`src/rtl/alu_pkg.sv`:
```
// Shared constants for the ALU issue slice.
//   ALU ctrl encodings (ALU_AND..ALU_SLTU), MIPS opcode/funct values,
//   operand-extension selector and the decoder result struct.
package alu_pkg;

    localparam logic [2:0] ALU_AND  = 3'd0;
    localparam logic [2:0] ALU_OR   = 3'd1;
    localparam logic [2:0] ALU_ADD  = 3'd2;
    localparam logic [2:0] ALU_SLT  = 3'd3;
    localparam logic [2:0] ALU_ADDU = 3'd4;
    localparam logic [2:0] ALU_SLL  = 3'd5;
    localparam logic [2:0] ALU_SUB  = 3'd6;
    localparam logic [2:0] ALU_SLTU = 3'd7;

    localparam logic [5:0] OP_RTYPE = 6'h00;
    localparam logic [5:0] OP_ADDI  = 6'h08;
    localparam logic [5:0] OP_ADDIU = 6'h09;
    localparam logic [5:0] OP_SLTI  = 6'h0A;
    localparam logic [5:0] OP_SLTIU = 6'h0B;
    localparam logic [5:0] OP_ANDI  = 6'h0C;
    localparam logic [5:0] OP_ORI   = 6'h0D;

    localparam logic [5:0] FN_SLL  = 6'h00;
    localparam logic [5:0] FN_ADD  = 6'h20;
    localparam logic [5:0] FN_ADDU = 6'h21;
    localparam logic [5:0] FN_SUB  = 6'h22;
    localparam logic [5:0] FN_SUBU = 6'h23;
    localparam logic [5:0] FN_AND  = 6'h24;
    localparam logic [5:0] FN_OR   = 6'h25;
    localparam logic [5:0] FN_SLT  = 6'h2A;
    localparam logic [5:0] FN_SLTU = 6'h2B;

    typedef enum logic [1:0] {
        EXT_NONE = 2'd0,   // B = rt_val
        EXT_SIGN = 2'd1,   // B = sign-extended imm
        EXT_ZERO = 2'd2    // B = zero-extended imm
    } ext_sel_t;

    typedef struct packed {
        logic [2:0] ctrl;
        ext_sel_t   ext_sel;
        logic       swap_sll;  // A takes rt_val, shamt taken from instruction
        logic       ovf_chk;   // alu_ovf is meaningful for this op
        logic       illegal;
    } dec_t;

endpackage

```
`src/rtl/alu_op_issue_if.sv`:
```
// Bundle of the issue block's handshake and ALU buses.
//   upstream : in_valid/in_ready + instruction fields and operand values
//   ALU      : alu_ctrl/a/b/shamt out, alu_r and flags back
//   downstream: out_valid/out_ready + result, dst, wen and flags
// Modport slave is the issue block's view; master is the surrounding core's.
interface alu_op_issue_if #(
    parameter int W  = 32,
    parameter int RW = 5
);
    logic          in_valid, in_ready;
    logic [5:0]    opcode, funct;
    logic [4:0]    shamt_in;
    logic [15:0]   imm;
    logic [W-1:0]  rs_val, rt_val;
    logic [RW-1:0] dst;

    logic [2:0]    alu_ctrl;
    logic [W-1:0]  alu_a, alu_b;
    logic [4:0]    alu_shamt;
    logic [W-1:0]  alu_r;
    logic          alu_cout, alu_ovf, alu_ze;

    logic          out_valid, out_ready;
    logic [W-1:0]  out_r;
    logic [RW-1:0] out_dst;
    logic          out_wen, out_ze, out_cout, out_illegal, out_trap;

    modport slave (
        input  in_valid, opcode, funct, shamt_in, imm, rs_val, rt_val, dst,
        output in_ready,
        output alu_ctrl, alu_a, alu_b, alu_shamt,
        input  alu_r, alu_cout, alu_ovf, alu_ze,
        output out_valid, out_r, out_dst, out_wen, out_ze, out_cout, out_illegal, out_trap,
        input  out_ready
    );

    modport master (
        output in_valid, opcode, funct, shamt_in, imm, rs_val, rt_val, dst,
        input  in_ready,
        input  alu_ctrl, alu_a, alu_b, alu_shamt,
        output alu_r, alu_cout, alu_ovf, alu_ze,
        input  out_valid, out_r, out_dst, out_wen, out_ze, out_cout, out_illegal, out_trap,
        output out_ready
    );
endinterface

```
`src/rtl/alu_op_decode.sv`:
```
// Combinational MIPS opcode/funct decode into the ALU ctrl code plus
// operand-selection and checking attributes.
//   opcode, funct : instruction fields
//   dec           : {ctrl, ext_sel, swap_sll, ovf_chk, illegal}
module alu_op_decode
    import alu_pkg::*;
(
    input  logic [5:0] opcode,
    input  logic [5:0] funct,
    output dec_t       dec
);
    always_comb begin
        dec = '{ctrl: ALU_AND, ext_sel: EXT_NONE, swap_sll: 1'b0, ovf_chk: 1'b0, illegal: 1'b0};
        case (opcode)
            OP_RTYPE: begin
                case (funct)
                    FN_AND:  dec.ctrl = ALU_AND;
                    FN_OR:   dec.ctrl = ALU_OR;
                    FN_ADD:  begin dec.ctrl = ALU_ADD; dec.ovf_chk = 1'b1; end
                    FN_SLT:  dec.ctrl = ALU_SLT;
                    FN_ADDU: dec.ctrl = ALU_ADDU;
                    FN_SLL:  begin dec.ctrl = ALU_SLL; dec.swap_sll = 1'b1; end
                    FN_SUB:  begin dec.ctrl = ALU_SUB; dec.ovf_chk = 1'b1; end
                    FN_SUBU: dec.ctrl = ALU_SUB;   // same ALU op, overflow ignored
                    FN_SLTU: dec.ctrl = ALU_SLTU;
                    default: dec.illegal = 1'b1;
                endcase
            end
            OP_ADDI:  begin dec.ctrl = ALU_ADD;  dec.ext_sel = EXT_SIGN; dec.ovf_chk = 1'b1; end
            OP_ADDIU: begin dec.ctrl = ALU_ADDU; dec.ext_sel = EXT_SIGN; end
            OP_SLTI:  begin dec.ctrl = ALU_SLT;  dec.ext_sel = EXT_SIGN; end
            OP_SLTIU: begin dec.ctrl = ALU_SLTU; dec.ext_sel = EXT_SIGN; end
            OP_ANDI:  begin dec.ctrl = ALU_AND;  dec.ext_sel = EXT_ZERO; end
            OP_ORI:   begin dec.ctrl = ALU_OR;   dec.ext_sel = EXT_ZERO; end
            default:  dec.illegal = 1'b1;
        endcase
    end
endmodule

```
`src/rtl/alu_op_issue.sv`:
```
// Issue-side partner of the external 32-bit ALU.
//   Stage 1 registers the decoded ctrl and selected operands and drives the
//   ALU from them; stage 2 captures R and flags for writeback.
//   clk, reset : rising-edge clock, async active-high reset
//   bus        : alu_op_issue_if.slave (upstream, ALU and downstream buses)
// Build option: ALU_OVF_TRAP_EN turns signed overflow on ADD/SUB/ADDI into
// out_trap with the register write suppressed.
module alu_op_issue
    import alu_pkg::*;
#(
    parameter int W  = 32,
    parameter int RW = 5
) (
    input  logic          clk,
    input  logic          reset,
    alu_op_issue_if.slave bus
);
    dec_t          dec;
    logic          s1_v, s2_v, adv2, accept;
    logic [W-1:0]  imm_ext, a_nxt, b_nxt;
    logic [4:0]    sh_nxt;

    logic [2:0]    s1_ctrl;
    logic [W-1:0]  s1_a, s1_b;
    logic [4:0]    s1_shamt;
    logic [RW-1:0] s1_dst;
    logic          s1_ovf_chk, s1_illegal;
    logic          cout_en, trap_hit;

    logic [W-1:0]  o_r;
    logic [RW-1:0] o_dst;
    logic          o_wen, o_ze, o_cout, o_illegal, o_trap;

    alu_op_decode u_dec (
        .opcode (bus.opcode),
        .funct  (bus.funct),
        .dec    (dec)
    );

    assign adv2         = !s2_v || bus.out_ready;
    assign bus.in_ready = !s1_v || adv2;
    assign accept       = bus.in_valid && bus.in_ready;

    always_comb begin
        imm_ext = (dec.ext_sel == EXT_SIGN) ? {{(W-16){bus.imm[15]}}, bus.imm}
                                            : {{(W-16){1'b0}}, bus.imm};
        a_nxt   = dec.swap_sll ? bus.rt_val : bus.rs_val;
        b_nxt   = (dec.ext_sel != EXT_NONE) ? imm_ext : bus.rt_val;
        sh_nxt  = dec.swap_sll ? bus.shamt_in : 5'd0;
        // Illegal ops still flow through, but with a benign AND of zeros.
        if (dec.illegal) begin
            a_nxt  = '0;
            b_nxt  = '0;
            sh_nxt = '0;
        end
    end

    // Carry is only meaningful for the adder-based ops.
    assign cout_en = (s1_ctrl == ALU_ADD) || (s1_ctrl == ALU_ADDU) || (s1_ctrl == ALU_SUB);

`ifdef ALU_OVF_TRAP_EN
    assign trap_hit = s1_ovf_chk && bus.alu_ovf;
`else
    logic unused_ovf;
    assign unused_ovf = s1_ovf_chk ^ bus.alu_ovf;
    assign trap_hit   = 1'b0;
`endif

    // Stage 1: holds its op (and so the ALU inputs) whenever it cannot advance.
    always_ff @(posedge clk or posedge reset) begin
        if (reset) begin
            s1_v       <= 1'b0;
            s1_ctrl    <= ALU_AND;
            s1_a       <= '0;
            s1_b       <= '0;
            s1_shamt   <= '0;
            s1_dst     <= '0;
            s1_ovf_chk <= 1'b0;
            s1_illegal <= 1'b0;
        end else begin
            if (bus.in_ready) s1_v <= bus.in_valid;
            if (accept) begin
                s1_ctrl    <= dec.ctrl;
                s1_a       <= a_nxt;
                s1_b       <= b_nxt;
                s1_shamt   <= sh_nxt;
                s1_dst     <= bus.dst;
                s1_ovf_chk <= dec.ovf_chk;
                s1_illegal <= dec.illegal;
            end
        end
    end

    // Stage 2: captures the ALU result; outputs hold while the consumer stalls.
    always_ff @(posedge clk or posedge reset) begin
        if (reset) begin
            s2_v      <= 1'b0;
            o_r       <= '0;
            o_dst     <= '0;
            o_wen     <= 1'b0;
            o_ze      <= 1'b0;
            o_cout    <= 1'b0;
            o_illegal <= 1'b0;
            o_trap    <= 1'b0;
        end else if (adv2) begin
            s2_v <= s1_v;
            if (s1_v) begin
                o_r       <= bus.alu_r;
                o_dst     <= s1_dst;
                o_wen     <= !s1_illegal && !trap_hit;
                o_ze      <= bus.alu_ze;
                o_cout    <= cout_en && bus.alu_cout;
                o_illegal <= s1_illegal;
                o_trap    <= trap_hit;
            end
        end
    end

    assign bus.alu_ctrl    = s1_ctrl;
    assign bus.alu_a       = s1_a;
    assign bus.alu_b       = s1_b;
    assign bus.alu_shamt   = s1_shamt;

    assign bus.out_valid   = s2_v;
    assign bus.out_r       = o_r;
    assign bus.out_dst     = o_dst;
    assign bus.out_wen     = o_wen;
    assign bus.out_ze      = o_ze;
    assign bus.out_cout    = o_cout;
    assign bus.out_illegal = o_illegal;
    assign bus.out_trap    = o_trap;
endmodule
```
`src/flat_wrapper.sv`:
```
// flat-port wrapper written by rule: the top's interface ports become plain ports
module alu_op_issue_flat import alu_pkg::*;
#(
    parameter int W  = 32,
    parameter int RW = 5
)
  (clk, reset, bus_in_valid, bus_opcode, bus_funct, bus_shamt_in, bus_imm, bus_rs_val, bus_rt_val, bus_dst, bus_in_ready, bus_alu_ctrl, bus_alu_a, bus_alu_b, bus_alu_shamt, bus_alu_r, bus_alu_cout, bus_alu_ovf, bus_alu_ze, bus_out_valid, bus_out_r, bus_out_dst, bus_out_wen, bus_out_ze, bus_out_cout, bus_out_illegal, bus_out_trap, bus_out_ready);
  alu_op_issue_if #(.W(W), .RW(RW)) bus_i ();
  input  logic clk;
  input  logic reset;
  input wire logic [$bits(bus_i.in_valid)-1:0] bus_in_valid;
  input wire logic [$bits(bus_i.opcode)-1:0] bus_opcode;
  input wire logic [$bits(bus_i.funct)-1:0] bus_funct;
  input wire logic [$bits(bus_i.shamt_in)-1:0] bus_shamt_in;
  input wire logic [$bits(bus_i.imm)-1:0] bus_imm;
  input wire logic [$bits(bus_i.rs_val)-1:0] bus_rs_val;
  input wire logic [$bits(bus_i.rt_val)-1:0] bus_rt_val;
  input wire logic [$bits(bus_i.dst)-1:0] bus_dst;
  output wire logic [$bits(bus_i.in_ready)-1:0] bus_in_ready;
  output wire logic [$bits(bus_i.alu_ctrl)-1:0] bus_alu_ctrl;
  output wire logic [$bits(bus_i.alu_a)-1:0] bus_alu_a;
  output wire logic [$bits(bus_i.alu_b)-1:0] bus_alu_b;
  output wire logic [$bits(bus_i.alu_shamt)-1:0] bus_alu_shamt;
  input wire logic [$bits(bus_i.alu_r)-1:0] bus_alu_r;
  input wire logic [$bits(bus_i.alu_cout)-1:0] bus_alu_cout;
  input wire logic [$bits(bus_i.alu_ovf)-1:0] bus_alu_ovf;
  input wire logic [$bits(bus_i.alu_ze)-1:0] bus_alu_ze;
  output wire logic [$bits(bus_i.out_valid)-1:0] bus_out_valid;
  output wire logic [$bits(bus_i.out_r)-1:0] bus_out_r;
  output wire logic [$bits(bus_i.out_dst)-1:0] bus_out_dst;
  output wire logic [$bits(bus_i.out_wen)-1:0] bus_out_wen;
  output wire logic [$bits(bus_i.out_ze)-1:0] bus_out_ze;
  output wire logic [$bits(bus_i.out_cout)-1:0] bus_out_cout;
  output wire logic [$bits(bus_i.out_illegal)-1:0] bus_out_illegal;
  output wire logic [$bits(bus_i.out_trap)-1:0] bus_out_trap;
  input wire logic [$bits(bus_i.out_ready)-1:0] bus_out_ready;
  assign bus_i.in_valid = bus_in_valid;
  assign bus_i.opcode = bus_opcode;
  assign bus_i.funct = bus_funct;
  assign bus_i.shamt_in = bus_shamt_in;
  assign bus_i.imm = bus_imm;
  assign bus_i.rs_val = bus_rs_val;
  assign bus_i.rt_val = bus_rt_val;
  assign bus_i.dst = bus_dst;
  assign bus_in_ready = bus_i.in_ready;
  assign bus_alu_ctrl = bus_i.alu_ctrl;
  assign bus_alu_a = bus_i.alu_a;
  assign bus_alu_b = bus_i.alu_b;
  assign bus_alu_shamt = bus_i.alu_shamt;
  assign bus_i.alu_r = bus_alu_r;
  assign bus_i.alu_cout = bus_alu_cout;
  assign bus_i.alu_ovf = bus_alu_ovf;
  assign bus_i.alu_ze = bus_alu_ze;
  assign bus_out_valid = bus_i.out_valid;
  assign bus_out_r = bus_i.out_r;
  assign bus_out_dst = bus_i.out_dst;
  assign bus_out_wen = bus_i.out_wen;
  assign bus_out_ze = bus_i.out_ze;
  assign bus_out_cout = bus_i.out_cout;
  assign bus_out_illegal = bus_i.out_illegal;
  assign bus_out_trap = bus_i.out_trap;
  assign bus_i.out_ready = bus_out_ready;
  alu_op_issue #(.W(W), .RW(RW)) u_core (.clk(clk), .reset(reset), .bus(bus_i));
endmodule
```
`config.mk`:
```
export PLATFORM = sky130hd
export DESIGN_NAME = alu_op_issue_flat
export DESIGN_NICKNAME = d
export VERILOG_FILES = /design/src/rtl/alu_pkg.sv /design/src/rtl/alu_op_issue_if.sv /design/src/rtl/alu_op_decode.sv /design/src/rtl/alu_op_issue.sv /design/src/flat_wrapper.sv
export SDC_FILE = /design/constraint.sdc
export NUM_CORES = 1
export LEC_CHECK = 0
export CAP_MARGIN = 0
export CORE_ASPECT_RATIO = 1.25
export CORE_MARGIN = 2
export CORE_UTILIZATION = 40
export DETAILED_ROUTE_END_ITERATION = 6
export PLACE_DENSITY = 0.91
export SYNTH_ARGS = -nofsm -noshare
export SYNTH_HDL_FRONTEND = slang
export SYNTH_SLANG_ARGS = --single-unit
```
`constraint.sdc`:
```
create_clock -name clk -period 8.6 [get_ports clk]
set_clock_uncertainty 0.05 [all_clocks]
set_input_delay 2.58 -clock clk [delete_from_list [all_inputs] [get_ports clk]]
set_output_delay 2.58 -clock clk [all_outputs]
set_load 0.005 [all_outputs]
```
==> metrics.txt, run 1 <==
first-pass GRT wire length 25,700 um; die width approximately 110 um; Post-synth EDFFs 0; final hold vios 0; final wirelength ~16,000 um; Post-Synth Adder-Cell Area less than 1%; initial DRC count 155; simple-gate share of the synthesized area a little under an eighth; hold buffer count at CTS 0; post-CTS sizing 0; Peak VDD IR 0.000125 V; vias per std cell 5.13; cts bufs inserted 17; Critical Path Slowest Stage Cell clkdlybuf4s50_1; half-perimeter wire length after placement 12,000 um; CTS Root Cell clkbuf_16; final setup TNS 0 ns; Synth Area in Compound Gates 9.92%; Arr. time, crit path roughly 3.8 ns; Sink Count between 100 and 150; CP endpoint kind primary output; clock latency on the worst-skew pair 0.40 ns; max-slew violations 0; synthesized area 5290 sq um; WHS Endpoint u_core.s1_dst[0]; vias in the first global route 5,031; CP cell instances clkdlybuf4s50_1 > nand3b_1 > clkdlybuf4s50_1; Critical Path Start Type input port; DRC Markers 0; Synthesis Warnings 0; Antenna Cells 0; Die H approximately 130 um; row cnt 46; Port Buffers roughly 250; CTS tree built; critical path's largest stage delay 0.57 ns; number of H-tree levels 4; Lkg Pwr 3.82 nW; Final Wtd Congestion 0.817; Min-Delay Path Depth 2; via count 4,654; Overall Global Routing Usage 23.0%; origin of the worst min-delay path u_core.s1_dst[0]; gr ovfl total 0; hold slack around 0.42 ns; Crit Path Max Fanout 6; Syn-to-layout area delta 60.4%; Die Area around 14,000 sq um; PwrDens 190 nW/um^2; worst slew pin tran 0.989 ns; synthesized netlist cell count 477; Reg2Reg Setup Slack 6.55 ns; post-synthesis sequential area ratio between 50% and 60%; Achievable Freq 155 MHz; Distinct cells, synth 47; initial antenna violation count 0; Crit Path Class in2out; Initial Util 41.4%; # IOs 257; Synth area leader dfrtp_1; final worst-path cycle share 75.1%; syn_nets 618; WP data required 5.97 ns; Yosys top cell area share 57.3%; cells on worst reg2reg path 5; max_slew headroom 33.8%; final setup fails 0; asr flop ratio synth 100%; Core Area roughly 13,000 sq um; Main synth FF type dfrtp_1; share of cells above drive strength 1 11.5%; Reg-to-Reg Start u_core.bus.out_valid; Clock Path Buffers 2; Hold WC Path Type reg2reg; minimum clock period about 6.5 ns; clock slew at reported path FFs 0.05 ns; routed len/inst between 15 and 20 um; drt pass-1 iters 4; Synth Area in XOR/XNOR 0%; Avg Cell Area, Syn approximately 11 sq um; mux cell area share after synthesis 17.4%; maxcap violations 0; outcome finished clean; synthesized flop and latch total roughly 120; reg2reg end u_core.bus.alu_b[18]; fin nets 867; # Post-CTS Setup Buffers 0; unrepaired setup endpoints after global routing false; largest family of logic cells by synthesized area multiplexers; synth top area cells dfrtp_1 57%, mux2i_1 9.1%, mux2_2 8.3%; critical path's most frequent cell clkdlybuf4s50_1; Routed Antenna Nets 0; maximum number of pins on one net before global-route repair 68
worst max-delay path by stage:
stage	from	slack, ns	to
detailed placement	bus_out_ready	2.14	bus_in_ready
floorplan	reset	2.76	u_core.bus.alu_a[0]
finish	bus_out_ready	2.14	bus_in_ready
global route	bus_out_ready	2.10	bus_in_ready
CTS	bus_out_ready	2.14	bus_in_ready
global placement	bus_out_ready	2.16	bus_in_ready
stage by stage:
stage	total power, W	setup slack, ns	utilization, %	instance area [sq um]	std cells
2_1_floorplan	0.000756	2.76	-	5290	477
3_3_place_gp	0.000942	2.16	62.0	7920	875
3_5_place_dp	0.000958	2.14	62.0	7920	875
4_1_cts	0.00163	2.14	66.4	8480	907
5_1_grt	0.00168	2.10	66.4	8480	907
6_report	0.00161	2.14	66.4	8480	907
sequential cells by signal (all words and copies together) (netlist names):
register / cells
u_core.bus.out_dst: 5
u_core.s1_v: 1
u_core.bus.out_r: 32
u_core.s1_illegal: 1
u_core.s1_dst: 5
u_core.bus.out_ze: 1
u_core.bus.out_cout: 1
u_core.bus.alu_shamt: 5
u_core.bus.alu_b: 32
u_core.bus.out_valid: 1
u_core.bus.out_wen: 1
u_core.bus.out_illegal: 1
u_core.bus.alu_ctrl: 3
u_core.bus.alu_a: 32
synthesized netlist by cell type (3+ instances only):
cell / number
and2_1: 3
mux2i_1: 48
inv_1: 4
buf_2: 7
nor2_1: 21
nand2_1: 96
mux2_2: 39
buf_4: 4
o21ai_0: 49
nand2b_1: 4
clkbuf_1: 9
buf_6: 4
nor3_1: 3
o21ai_1: 25
dfrtp_1: 121
clkbuf_2: 3
and3_1: 3
critical path: cells and delay by family:
family,cells,cell delay [ns]
buffers and inverters,2,1.03
AND/OR/NAND/NOR,1,0.22
cell families after synthesis:
| logic type | count (synthesis) |
|---|---|
| fa+ha+maj | 1 |
| mux | 87 |
| flops | 121 |
| buf+inv | 32 |
| compound gates | 92 |
| simple gates | 143 |
| other cells | 1 |
cell type report:
cell class              instances  area, sq um
well taps                     168          210
repair buffers                258         2570
clock inverters                14          126
flip-flops and latches        121         3030
inverters                       4         17.5
multi-input cells             324         2090
clock buffers                  18          429
fillers                      1003         4300
cells in the final DEF (no fill, tap or decap), types with 2 or more instances in the layout:
master,instances
clkdlybuf4s50_1,254
dfrtp_1,121
nand2_1,94
o21ai_0,49
mux2i_1,48
mux2_2,39
o21ai_1,25
nor2_1,21
clkbuf_16,17
clkinvlp_4,5
nand2b_1,4
buf_4,4
and2_1,3
nand2_2,3
nor3_1,3
and3_1,3
inv_1,3
clkinv_4,3
clkinv_2,3
a21oi_1,2
o211ai_1,2
o2111ai_1,2
nand3_1,2
inv_6,2
layer usage:
layer | vias to the layer above | track usage [%] | part of all wire (%)
met3 | 25 | 6.80 | 7.7
met1 | 2276 | 25.7 | 38
met4 | 0 | 9.09 | 2.2
met5 | - | 0 | 0
met2 | 211 | 40.6 | 52
li1 | 2142 | - | -
power breakdown:
group | leakage [nW] | switching [W] | internal (W)
clock | 0.259 | 0.000266 | 0.000398
combinational | 2.00 | 0.000107 | 0.000187
sequential | 1.57 | 0.0000297 | 0.000623
(Power assumes the default switching activity.)
==> run 2, diff against run 1 <==
Settings changed: CORE_UTILIZATION 40 to 37, PLACE_DENSITY 0.91 to 0.89.
Clock period 8.6 ns to 5.5 ns, I/O delays scaled along.
==> metrics.txt, run 2 (synthesis results as in run 1) <==
outcome finished clean; Switch Pwr 0.000607 W (+51%); Peak VDD IR 0.000223 V (+79%); vias in the first global route 4,693 (-6.7%); via count 4,533 (-2.6%); critical path's top delay family buffers and inverters; hold slack 0.419 ns (-0.00386 ns); row cnt 48 (+4.3%); clock latency on the worst-skew pair 0.40 ns (about the same); DRC Markers 0 (unchanged); Die H 138 um (+3.9%); Final Wtd Congestion 0.793 (-2.9%); Antenna Cells 0 (unchanged); # Post-CTS Setup Buffers 0 (unchanged); post-route setup slack 0.903 ns (-1.24 ns); initial antenna violation count 0 (unchanged); critical path's most frequent cell clkdlybuf4s50_1; Syn-to-layout area delta 61.3%; cts bufs inserted 17 (unchanged); routed len/inst 17.0 um (-3.7%); maxcap violations 0 (unchanged); switching portion of total power 23.8% (-1.2 points); post-CTS sizing 0 (unchanged); drt pass-1 iters 4 (unchanged); Min-Delay Path Depth 2 (unchanged); Power, Total 0.00255 W (+58%); Logic pwr share 17.9% (-0.4 points); most frequent cells in the layout 254 x clkdlybuf4s50_1, 121 x dfrtp_1, 94 x nand2_1, 49 x o21ai_0, 48 x mux2i_1; maximum number of pins on one net before global-route repair 68 (unchanged); crit path from bus_out_ready; first-pass GRT wire length 24,600 um (-4.3%); cells on worst reg2reg path 5 (unchanged); Port Buffers 254 (unchanged); commonest non-fill, non-tap cell in the layout clkdlybuf4s50_1; # IOs 257 (unchanged); final hold vios 0 (unchanged); critical path's largest stage delay 0.55 ns (-0.02 ns); die width 111 um (+3.8%); CTS tree built; final setup TNS 0 ns (unchanged); minimum clock period around 4.6 ns; Critical Path Start Type input port; Crit path depth 3 (unchanged); Crit Path Max Fanout 6 (unchanged); Hold WC Path Type reg2reg; Reg2Reg Setup Slack 3.37 ns (-3.18 ns); Lkg Pwr 3.85 nW (+0.77%); Core Area 13,900 sq um (+8.6%); Initial Util 38.1% (-3.3 points); WHS Endpoint u_core.s1_dst[1]; Clock Path Buffers 2 (unchanged); reg2reg end u_core.bus.alu_shamt[1]; origin of the worst min-delay path u_core.s1_dst[1]; worst slew pin tran 0.984 ns (-0.00519 ns); hold buffer count at CTS 0 (unchanged); Die Area 15,300 sq um (+7.8%); share of cells above drive strength 1 11.5% (-0.016 points); final worst-path cycle share roughly 84%; Crit Path Class in2out; CP endpoint kind primary output; Placement Setup Slack 0.912 ns (-1.23 ns); Internal 0.00194 W (+61%); unrepaired setup endpoints after global routing false; CP bufs+invs 2 (unchanged); CTS Root Cell clkbuf_16; half-perimeter wire length after placement 11,200 um (-6.4%); clock slew at reported path FFs 0.05 ns (about the same); final wirelength 15,600 um (-2.8%); max_slew headroom 34.2% (+0.35 points); Routed Antenna Nets 0 (unchanged); PwrDens 299 nW/um^2 (+57%); Overall Global Routing Usage 20.7% (-2.3 points); max-slew violations 0 (unchanged); Achievable Freq 218 MHz; WP data required 3.80 ns (-2.17 ns); Sink Count 121 (unchanged); Critical Path Slowest Stage Cell clkdlybuf4s50_1; number of H-tree levels 4 (unchanged); gr ovfl total 0 (unchanged); final setup fails 0 (unchanged); initial DRC count 225 (+45%); fin nets 868 (+0.12%); Arr. time, crit path 2.90 ns (-0.93 ns); Reg-to-Reg Start u_core.s1_v; Flop pwr share 39.9% (-0.6 points); CP cell instances clkdlybuf4s50_1 > nand3b_1 > clkdlybuf4s50_1; vias per std cell 4.95 (-3.5%); clock network fraction of design power 42.2% (+1.0 points)
-- run 2: cell count changes in the layout (fill, tap and decap cells not counted), sizes merged --
cell	change
bufinv	+1
inv	-2
buf	+1
clkinvlp	-3
clkbuf	+2
clkinv	+2
-- run 2: worst max-delay path by stage --
stage / slack, ns / to
final: 0.90 / bus_in_ready
after global routing: 0.85 / bus_in_ready
after CTS: 0.91 / bus_in_ready
after detailed placement: 0.91 / bus_in_ready
after global placement: 0.93 / bus_in_ready
after floorplan: 0.59 / u_core.bus.alu_a[0]
-- run 2: power by group through the flow --
stage               combinational (W)  clock, W  sequential, W
CTS                          0.000462   0.00110        0.00102
floorplan                    0.000147         0        0.00104
global placement             0.000452         0        0.00103
global route                 0.000493   0.00114        0.00103
detailed placement           0.000460         0        0.00103
finish                       0.000456   0.00108        0.00102
-- run 2: layer usage --
metal / routed length (um) / part of all wire [%] / track usage, % / vias to the layer above
met4: 133 / 0.85 / 5.83 / 0
li1: - / - / - / 2145
met1: 6090 / 39 / 23.0 / 2172
met2: 8040 / 52 / 37.0 / 204
met5: 0 / 0 / 0 / -
met3: 1330 / 8.6 / 8.32 / 12
-- run 2: through the flow --
step           instances  instance area, sq um  util (%)
3_3_place_gp         883                  7950      57.3
5_1_grt              915                  8520      61.4
2_1_floorplan        477                  5290         -
3_5_place_dp         883                  7950      57.3
6_report             915                  8520      61.4
4_1_cts              915                  8520      61.4
-- run 2: layout make-up --
| type | instances | area, sq um |
|---|---|---|
| Clock inverter | 12 | 126 |
| Fill cell | 1111 | 5350 |
| Tap cell | 175 | 219 |
| Sequential cell | 121 | 3030 |
| Inverter | 4 | 17.5 |
| Multi-Input combinational cell | 324 | 2090 |
| Timing Repair Buffer | 259 | 2590 |
| Clock buffer | 20 | 447 |
-- run 2: tightest hold or removal path, stage by stage (launching register included) --
cell     delay (ns)
dfrtp_1        0.34
nand2_1        0.05
nand2_1        0.05
==> run 3, diff against run 2 <==
Settings changed: CORE_UTILIZATION 37 to 40, PLACE_DENSITY 0.89 to 0.91.
Clock period 5.5 ns to 4.3 ns, I/O delays scaled along.
==> metrics.txt, run 3 (synthesis results as in run 1) <==
initial DRC count 223 (-0.89%); # IOs 257 (unchanged); final wirelength 16,500 um (+5.7%); CTS Root Cell clkbuf_16; outcome finished clean; Arr. time, crit path 2.55 ns (-0.35 ns); Crit Path Max Fanout 6 (unchanged); Overall Global Routing Usage 23.5% (+2.8 points); Port Buffers 254 (unchanged); cts bufs inserted 17 (unchanged); Hold WC Path Type reg2reg; critical path's most frequent cell clkdlybuf4s50_1; Initial Util 41.4% (+3.3 points); WP data required 2.96 ns (-0.84 ns); first-pass GRT wire length 26,200 um (+6.6%); vias in the first global route 5,101 (+8.7%); row cnt 46 (-4.2%); critical path's top delay family buffers and inverters; hold buffer count at CTS 0 (unchanged); Critical Path Slowest Stage Cell clkdlybuf4s50_1; routed len/inst 18.1 um (+6.1%); # Post-CTS Setup Buffers 0 (unchanged); unrepaired setup endpoints after global routing false; CP endpoint kind primary output; gr ovfl total 0 (unchanged); via count 4,691 (+3.5%); clock latency on the worst-skew pair 0.40 ns (about the same); Clock Path Buffers 2 (unchanged); half-perimeter wire length after placement 12,200 um (+9.2%); post-CTS sizing 0 (unchanged); fin nets 871 (+0.35%); vias per std cell 5.15 (+3.9%); die width 107 um (-3.7%); maximum number of pins on one net before global-route repair 68 (unchanged); CTS tree built; max_slew headroom 35.1% (+0.87 points); Syn-to-layout area delta 62.3%; Inst Count DP 879 (-0.45%); fillcell total 924 (-17%); clock slew at reported path FFs 0.06 ns (about the same); CP cell instances clkdlybuf4s50_1 > nand3b_1 > clkdlybuf4s50_1; FF/Latch Area 3030 sq um (unchanged); number of H-tree levels 4 (unchanged); initial antenna violation count 0 (unchanged); Core Area 12,800 sq um (-7.9%); share of cells above drive strength 1 12.1% (+0.63 points); commonest non-fill, non-tap cell in the layout clkdlybuf4s50_1; hold slack 0.429 ns (+0.00982 ns); worst slew pin tran 0.971 ns (-0.0131 ns); CP bufs+invs 2 (unchanged); critical path's largest stage delay 0.56 ns (about the same); Antenna Cells 0 (unchanged); Achievable Freq 257 MHz; max-slew violations 0 (unchanged); Sink Count 121 (unchanged); Lkg Pwr 3.88 nW (+0.64%); final setup fails 0 (unchanged); drt pass-1 iters 4 (unchanged); Peak VDD IR 0.000275 V (+23%); most frequent cells in the layout 254 x clkdlybuf4s50_1, 121 x dfrtp_1, 94 x nand2_1, 49 x o21ai_0, 48 x mux2i_1; area of the multi-input gates 2090 sq um (unchanged); Final Wtd Congestion 0.825 (+4.1%); minimum clock period 3.89 ns; Die Area 14,200 sq um (-7.3%); final worst-path cycle share around 90%; Crit Path Class in2out; maxcap violations 0 (unchanged); final setup TNS 0 ns (unchanged); Layout Cells excl Fill 911 (-0.44%); Die H 133 um (-3.7%); final hold vios 0 (unchanged); Routed Antenna Nets 0 (unchanged); Critical Path Start Type input port; DRC Markers 0 (unchanged); PwrDens 388 nW/um^2 (+30%)
run 3: final cells by class:
cell class	instances	area share, %
Sequential cell	121	35.3
Timing Repair Buffer	262	30.6
Multi-Input combinational cell	324	24.4
Clock buffer	18	5.12
Tap cell	168	2.45
Clock inverter	14	1.88
Inverter	4	0.219
run 3: where the power goes:
| part | total [W] | switching, W | internal (W) |
|---|---|---|---|
| logic | 0.000598 | 0.000219 | 0.000378 |
| clock network | 0.00143 | 0.000543 | 0.000883 |
| registers | 0.00130 | 0.0000588 | 0.00125 |
run 3: through the flow:
stage	total power, W	area, sq um	util, %	setup slack (ns)
final	0.00333	8580	67.1	0.411
after global routing	0.00346	8580	67.1	0.371
after CTS	0.00336	8580	67.1	0.409
after detailed placement	0.00192	7980	62.4	0.403
after global placement	0.00189	7980	62.4	0.437
after floorplan	0.00151	5290	-	1.46
run 3: tightest hold or removal path: stages, from the launching register on:
cell and delay, ns:
dfrtp_1 0.34, nand2_1 0.05, nand2_1 0.06
run 3: path summary, 6_finish.rpt:
| path | from | end | cells past startpoint | slack, ns |
|---|---|---|---|---|
| min in group asynchronous | reset | u_core.bus.out_r[7] | 2 | 1.30 |
| min | u_core.s1_dst[0] | u_core.s1_dst[0] | 2 | 0.43 |
| max | bus_out_ready | bus_in_ready | 3 | 0.41 |
| max reg2reg | u_core.bus.out_valid | u_core.bus.alu_b[17] | 5 | 2.34 |
| max in group asynchronous | reset | u_core.bus.alu_a[23] | 3 | 2.13 |
| min reg2reg | u_core.s1_dst[0] | u_core.s1_dst[0] | 2 | 0.43 |
run 3: per-layer routing:
metal	wire, um	GRT usage [%]
met1	6120	24.9
met2	8360	42.3
met3	1470	8.47
met4	530	9.16
met5	0	0
